<file path="config.mk">
export PLATFORM = sky130hd
export DESIGN_NAME = rpxx_disk_addr
export DESIGN_NICKNAME = d
export VERILOG_FILES = /design/src/rtl/rpxx_pkg.sv /design/src/rtl/rpxx_wrapcnt.sv /design/src/rtl/rpxx_disk_addr.sv
export SDC_FILE = /design/constraint.sdc
export NUM_CORES = 1
export LEC_CHECK = 0
export CAP_MARGIN = 30
export CORE_MARGIN = 2
export CORE_UTILIZATION = 24
export DETAILED_ROUTE_END_ITERATION = 10
export PLACE_DENSITY_LB_ADDON = 0.12
export SYNTH_ARGS = -nofsm -noshare
export SYNTH_HDL_FRONTEND = slang
export SYNTH_SLANG_ARGS = --single-unit
</file>
<file path="constraint.sdc">
create_clock -name clk -period 4.12 [get_ports clk]
set_input_delay 0.412 -clock clk [delete_from_list [all_inputs] [get_ports clk]]
set_output_delay 0.412 -clock clk [all_outputs]
set_load 0.01 [all_outputs]
</file>
<file path="src/rtl/rpxx_pkg.sv">
// rpxx_pkg: shared definitions for the RPxx disk-address unit.
//  - register field offsets inside rpDA / rpDC
//  - default field widths
//  - geometry (last legal sector/track/cylinder) for RP06 and RP07 packs
package rpxx_pkg;

  // Field offsets inside the 16-bit RPDA / RPDC register images
  localparam int rpDA_SA_LSB = 0;
  localparam int rpDA_TA_LSB = 8;
  localparam int rpDC_CA_LSB = 0;

  // Default widths
  localparam int DEF_DATA_W = 36;
  localparam int DEF_SA_W   = 6;
  localparam int DEF_TA_W   = 6;
  localparam int DEF_CA_W   = 10;

  // Drive geometry: values are the LAST legal number of each field
  localparam logic [7:0]  RP06_SEC_NUM = 8'd19;
  localparam logic [7:0]  RP06_TRK_NUM = 8'd18;
  localparam logic [15:0] RP06_CYL_NUM = 16'd814;
  localparam logic [7:0]  RP07_SEC_NUM = 8'd42;
  localparam logic [7:0]  RP07_TRK_NUM = 8'd31;
  localparam logic [15:0] RP07_CYL_NUM = 16'd629;

  typedef enum logic [0:0] {
    DRV_RP06 = 1'b0,
    DRV_RP07 = 1'b1
  } rpxx_drv_e;

  typedef struct packed {
    logic [7:0]  sec;
    logic [7:0]  trk;
    logic [15:0] cyl;
  } rpxx_geom_t;

  // Geometry lookup by drive type, used to drive secNum/trkNum/cylNum
  function automatic rpxx_geom_t rpxx_geom(input rpxx_drv_e drv);
    rpxx_geom_t g;
    case (drv)
      DRV_RP06: g = '{sec: RP06_SEC_NUM, trk: RP06_TRK_NUM, cyl: RP06_CYL_NUM};
      DRV_RP07: g = '{sec: RP07_SEC_NUM, trk: RP07_TRK_NUM, cyl: RP07_CYL_NUM};
      default:  g = '{sec: RP06_SEC_NUM, trk: RP06_TRK_NUM, cyl: RP06_CYL_NUM};
    endcase
    return g;
  endfunction

endpackage

</file>
<file path="src/rtl/rpxx_wrapcnt.sv">
// rpxx_wrapcnt: one stage of the sector->track->cylinder carry chain.
//  Ports:
//   clk, rst  clock, async active-high reset (q -> 0)
//   load      load ldVal on the next edge
//   ldVal     value to load
//   preset    clear q on the next edge (beats load and cin)
//   cin       carry in: advance q, wrapping to 0 after reaching limit
//   limit     last legal value of this field
//   q         current value
//   cout      carry out = cin & (q == limit)
//  A value above limit never equals it, so it simply counts up and
//  rolls over at 2^W without producing a carry.
module rpxx_wrapcnt #(
  parameter int W = 6
) (
  input  logic         clk,
  input  logic         rst,
  input  logic         load,
  input  logic [W-1:0] ldVal,
  input  logic         preset,
  input  logic         cin,
  input  logic [W-1:0] limit,
  output logic [W-1:0] q,
  output logic         cout
);

  logic [W-1:0] q_r;
  logic [W-1:0] q_nxt_s;
  logic         at_lim_s;

  assign at_lim_s = (q_r == limit);
  assign cout     = cin & at_lim_s;
  assign q        = q_r;

  // Next value: preset > load > carry-in advance
  always_comb begin
    q_nxt_s = q_r;
    if (preset) begin
      q_nxt_s = {W{1'b0}};
    end else if (load) begin
      q_nxt_s = ldVal;
    end else if (cin) begin
      q_nxt_s = at_lim_s ? {W{1'b0}} : (q_r + W'(1'b1));
    end else begin
      q_nxt_s = q_r;
    end
  end

  // Field register
  always_ff @(posedge clk or posedge rst) begin
    if (rst) begin
      q_r <= {W{1'b0}};
    end else begin
      q_r <= q_nxt_s;
    end
  end

endmodule

</file>
<file path="src/rtl/rpxx_disk_addr.sv">
// rpxx_disk_addr: sector/track/cylinder address unit for one RPxx drive.
//  Ports:
//   clk, rst          clock, async active-high reset
//   dataI             register write data
//   daWRITE/dcWRITE   RPDA / RPDC write strobes (honoured only if drvRDY)
//   preset            zero all addresses and aoe
//   clrERR            clear aoe (an overflow in the same cycle wins)
//   drvRDY            drive ready
//   incSect           advance the address by one sector
//   secNum/trkNum/cylNum  last legal sector/track/cylinder
//   rpDA, rpDC        packed register images, unused bits zero
//   lastBlk           address is the last block of the pack (combinational)
//   aoe               sticky address-overflow error
//   iae               illegal address, one cycle behind the address/geometry
//   rmr               one-cycle pulse after a refused register write
module rpxx_disk_addr
  import rpxx_pkg::*;
#(
  parameter int DATA_W = DEF_DATA_W,
  parameter int SA_W   = DEF_SA_W,
  parameter int TA_W   = DEF_TA_W,
  parameter int CA_W   = DEF_CA_W
) (
  input  logic              clk,
  input  logic              rst,
  input  logic [DATA_W-1:0] dataI,
  input  logic              daWRITE,
  input  logic              dcWRITE,
  input  logic              preset,
  input  logic              clrERR,
  input  logic              drvRDY,
  input  logic              incSect,
  input  logic [SA_W-1:0]   secNum,
  input  logic [TA_W-1:0]   trkNum,
  input  logic [CA_W-1:0]   cylNum,
  output logic [15:0]       rpDA,
  output logic [15:0]       rpDC,
  output logic              lastBlk,
  output logic              aoe,
  output logic              iae,
  output logic              rmr
);

  logic            wr_req_s, wr_acc_s, da_ld_s, dc_ld_s, inc_s;
  logic            cs_s, ct_s, ovf_s;
  logic [SA_W-1:0] sa_s;
  logic [TA_W-1:0] ta_s;
  logic [CA_W-1:0] ca_s;
  logic            aoe_r, iae_r, rmr_r;
  logic            aoe_nxt_s, iae_nxt_s, rmr_nxt_s;
  logic            unused_data_s;

  // Only the address fields of dataI are used; fold the rest away.
  assign unused_data_s = ^dataI;

  assign wr_req_s = daWRITE | dcWRITE;
  assign wr_acc_s = wr_req_s & drvRDY;
  // preset is fed straight into every counter, so loads need no extra gating.
  assign da_ld_s  = daWRITE & drvRDY;
  assign dc_ld_s  = dcWRITE & drvRDY;
  // An increment colliding with a write or preset is dropped, not deferred.
  assign inc_s    = incSect & ~preset & ~wr_acc_s;

  rpxx_wrapcnt #(.W(SA_W)) u_sa (
    .clk(clk), .rst(rst), .load(da_ld_s), .ldVal(dataI[rpDA_SA_LSB +: SA_W]),
    .preset(preset), .cin(inc_s), .limit(secNum), .q(sa_s), .cout(cs_s)
  );

  rpxx_wrapcnt #(.W(TA_W)) u_ta (
    .clk(clk), .rst(rst), .load(da_ld_s), .ldVal(dataI[rpDA_TA_LSB +: TA_W]),
    .preset(preset), .cin(cs_s), .limit(trkNum), .q(ta_s), .cout(ct_s)
  );

  rpxx_wrapcnt #(.W(CA_W)) u_ca (
    .clk(clk), .rst(rst), .load(dc_ld_s), .ldVal(dataI[rpDC_CA_LSB +: CA_W]),
    .preset(preset), .cin(ct_s), .limit(cylNum), .q(ca_s), .cout(ovf_s)
  );

  // Status next-state: aoe priority preset > overflow set > clear
  always_comb begin
    aoe_nxt_s = aoe_r;
    if (preset) begin
      aoe_nxt_s = 1'b0;
    end else if (ovf_s) begin
      aoe_nxt_s = 1'b1;
    end else if (wr_acc_s | clrERR) begin
      aoe_nxt_s = 1'b0;
    end else begin
      aoe_nxt_s = aoe_r;
    end
    iae_nxt_s = (sa_s > secNum) | (ta_s > trkNum) | (ca_s > cylNum);
    // preset overrides everything that cycle, including the refusal report
    rmr_nxt_s = wr_req_s & ~drvRDY & ~preset;
  end

  // Status flops
  always_ff @(posedge clk or posedge rst) begin
    if (rst) begin
      aoe_r <= 1'b0;
      iae_r <= 1'b0;
      rmr_r <= 1'b0;
    end else begin
      aoe_r <= aoe_nxt_s;
      iae_r <= iae_nxt_s;
      rmr_r <= rmr_nxt_s;
    end
  end

  assign aoe     = aoe_r;
  assign iae     = iae_r;
  assign rmr     = rmr_r;
  assign lastBlk = (sa_s == secNum) & (ta_s == trkNum) & (ca_s == cylNum);
  assign rpDA    = (16'(ta_s) << rpDA_TA_LSB) | (16'(sa_s) << rpDA_SA_LSB);
  assign rpDC    = 16'(ca_s) << rpDC_CA_LSB;

endmodule

</file>
==> reports/qor.yml <==
status:
  status: "completed"
clock_tree:
  clock_latency_ps: 270
  ctsHoldBuffers: 0
  numCtsBuffers: 3
  cts-root-buf: "clkbuf_8"
  path_clk_slew_ps: 100
  cts_tree: "done"
  ctsHtreeMaxLevel: 1
  cts_resized: 0
  cts_buffer_depth: 2
  cts.sinks: 25
  postCtsSetupRepairBufs: 0
global_routing:
  grt_usage_pct: 14.1
  grt_pass1_vias: 2135
  overflow: 0
  grt_max_degree: 26
  grt_first_pass_wirelength_um: 11200
  antenna_found_initial: 0
pwr:
  cellLeakagePower_nw: 1.35
  p_per_area_nw_per_um2: 214
  power_mw: 0.646
  vdd_drop_max_v: 0.000122
route:
  vias: 2197
  routedWlPerCell_um: 15.6
  drt_iter0_markers: 63
  drc: 0
  ant_nets: 0
  drt-vias-per-instance: 4.91
  drt-pass1-iter-count: 4
  wirelength_um: 6960
timing:
  rsz0062_at_grt: "false"
  final.setup.tns_ps: 0
  finalSetupViolations: 0
  worst_pin_slew_ps: 917
  fmax_ghz: 0.319
  period_needed_ps: 3140
  final_max_slew_viol_count: 0
  finalHoldViolCount: 0
  relSlewSlack_pct: 38.3
  fin_crit_sh_pct: 76.2
  finClkSkew_ps: 3.68
final_layout:
  final_cell_mix: "clkdlybuf4s50_1 (69), inv_1 (25), ha_1 (25), dfrtp_1 (25)"
  n_antenna_cell: 0
  final_common_cell: "clkdlybuf4s50_1"
  nNetsFinal: 428
  area_growth_pct: 36.6
  drive_above_1_share_pct: 2.68
synthesis:
  synth_edf_count: 0
  synth_area_leaders: "dfrtp_1 (28%), ha_1 (14%), a21oi_1 (4.5%)"
  synthCells: 271
  ys_ff_latch: 25
  netlist_area_um2: 2210
  yosys_warnings: 0
  synth_area_per_cell_um2: 8.15
  synth_cell_types: 48
  yosysTopAreaCell: "dfrtp_1"
  async_flop_share_pct: 100
  yosysSeqAreaShare_pct: 28.3
  synth_top_area_share_pct: 28.3
  synthFlopType: "dfrtp_1"
floorplan:
  start_util_pct: 24.4
  die_h_um: 100
  dieArea_um2: 9990
  io_pins: 102
  rows: 35
  core_um2: 9060
  die_w_um: 100
setup_path:
  rr_worst_depth: 7
  required_ps: 3710
  worst_r2r_endpoint: "u_ca.q[9]$_DFFE_PP0P_"
  cp-start-kind: "input pin"
  reg2reg_from: "u_ta.q[0]$_DFFE_PP0P_"
  cp-end-kind: "output port"
  path_class: "in -> out"
  arrival_ps: 2730
  r2r_setup_slack_ps: 1490
  critPathMaxFanout: 9
place:
  place.port_buffers: 69
  hpwl_um: 5400
  place_congestion: 0.769
min_path:
  hp-class: "in -> async"
job:
  max_cap_viol_count: 0
## report_power, final
group	internal [mW]	switching [mW]	total [mW]
clock	0.0694	0.0871	0.157
combinational	0.108	0.0988	0.207
sequential	0.260	0.0228	0.283
total	0.437	0.209	0.646
## Yosys cell counts, drive strengths merged (3+ instances only)
master / count
dfrtp: 25
ha: 25
inv: 25
a21oi: 20
nor2: 20
nor3: 19
nand2: 16
buf: 13
a211oi: 10
o21ai: 10
nand3: 9
nor2b: 8
clkbuf: 7
nand4: 7
a21o: 6
and3: 6
a221oi: 4
nand2b: 4
o32ai: 4
a31oi: 3
and2: 3
xnor2: 3
## cells by family after synthesis
family	synth area share, %
and+or+nand+nor	23.0
AOI/OAI and AO/OA	21.7
buffers and inverters	10.1
adders and majority gates	14.2
DFF	28.3
xor gates and xnor gates	1.59
muxes	0.906
other	0.170
## through the flow
stage / area (um2) / utilization [%] / cells / hold slack, ps / worst slack [ps]
floorplan: 2240 / - / 280 / 439 / 1910
global placement: 2960 / 32.6 / 442 / 607 / 974
detailed placement: 2970 / 32.8 / 443 / 607 / 985
CTS: 3020 / 33.3 / 447 / 510 / 942
global route: 3020 / 33.3 / 447 / 521 / 836
finish: 3020 / 33.3 / 447 / 488 / 981
## critical path, cell delays in order
cell and delay, ps:
clkdlybuf4s50_1 450, inv_1 40, ha_1 310, nand4_1 160, nor2_1 510, and3_1 300, clkdlybuf4s50_1 550
## final cells by class
type / instances / area [um2]
clock buffers: 4 / 45.0
fillers: 982 / 6050
inverters: 25 / 93.8
multi-input cells: 210 / 1390
flip-flops and latches: 25 / 626
well taps: 111 / 139
repair buffers: 72 / 721
## metal layers
layer / wire (um) / part of all wire [%] / GRT usage [%]
met1: 3420 / 49 / 20.5
met2: 3180 / 46 / 22.3
met3: 321 / 4.6 / 2.09
met4: 34 / 0.49 / 2.85
met5: 0 / 0 / 0
## how the worst max path moves through the flow
stage,start,slack (ps),to
floorplan,u_sa.q[0]$_DFFE_PP0P_,1910,u_ca.q[6]$_DFFE_PP0P_
global placement,secNum[5],970,lastBlk
detailed placement,secNum[5],980,lastBlk
CTS,secNum[5],940,lastBlk
global route,secNum[5],840,lastBlk
finish,secNum[5],980,lastBlk
## sequential cells by signal, summed over array words and instances, names as in the netlist
name and count:
iae 1, u_ta.q 6, aoe 1, u_ca.q 10, u_sa.q 6, rmr 1
Note: power is estimated with default switching activity, not from simulation.
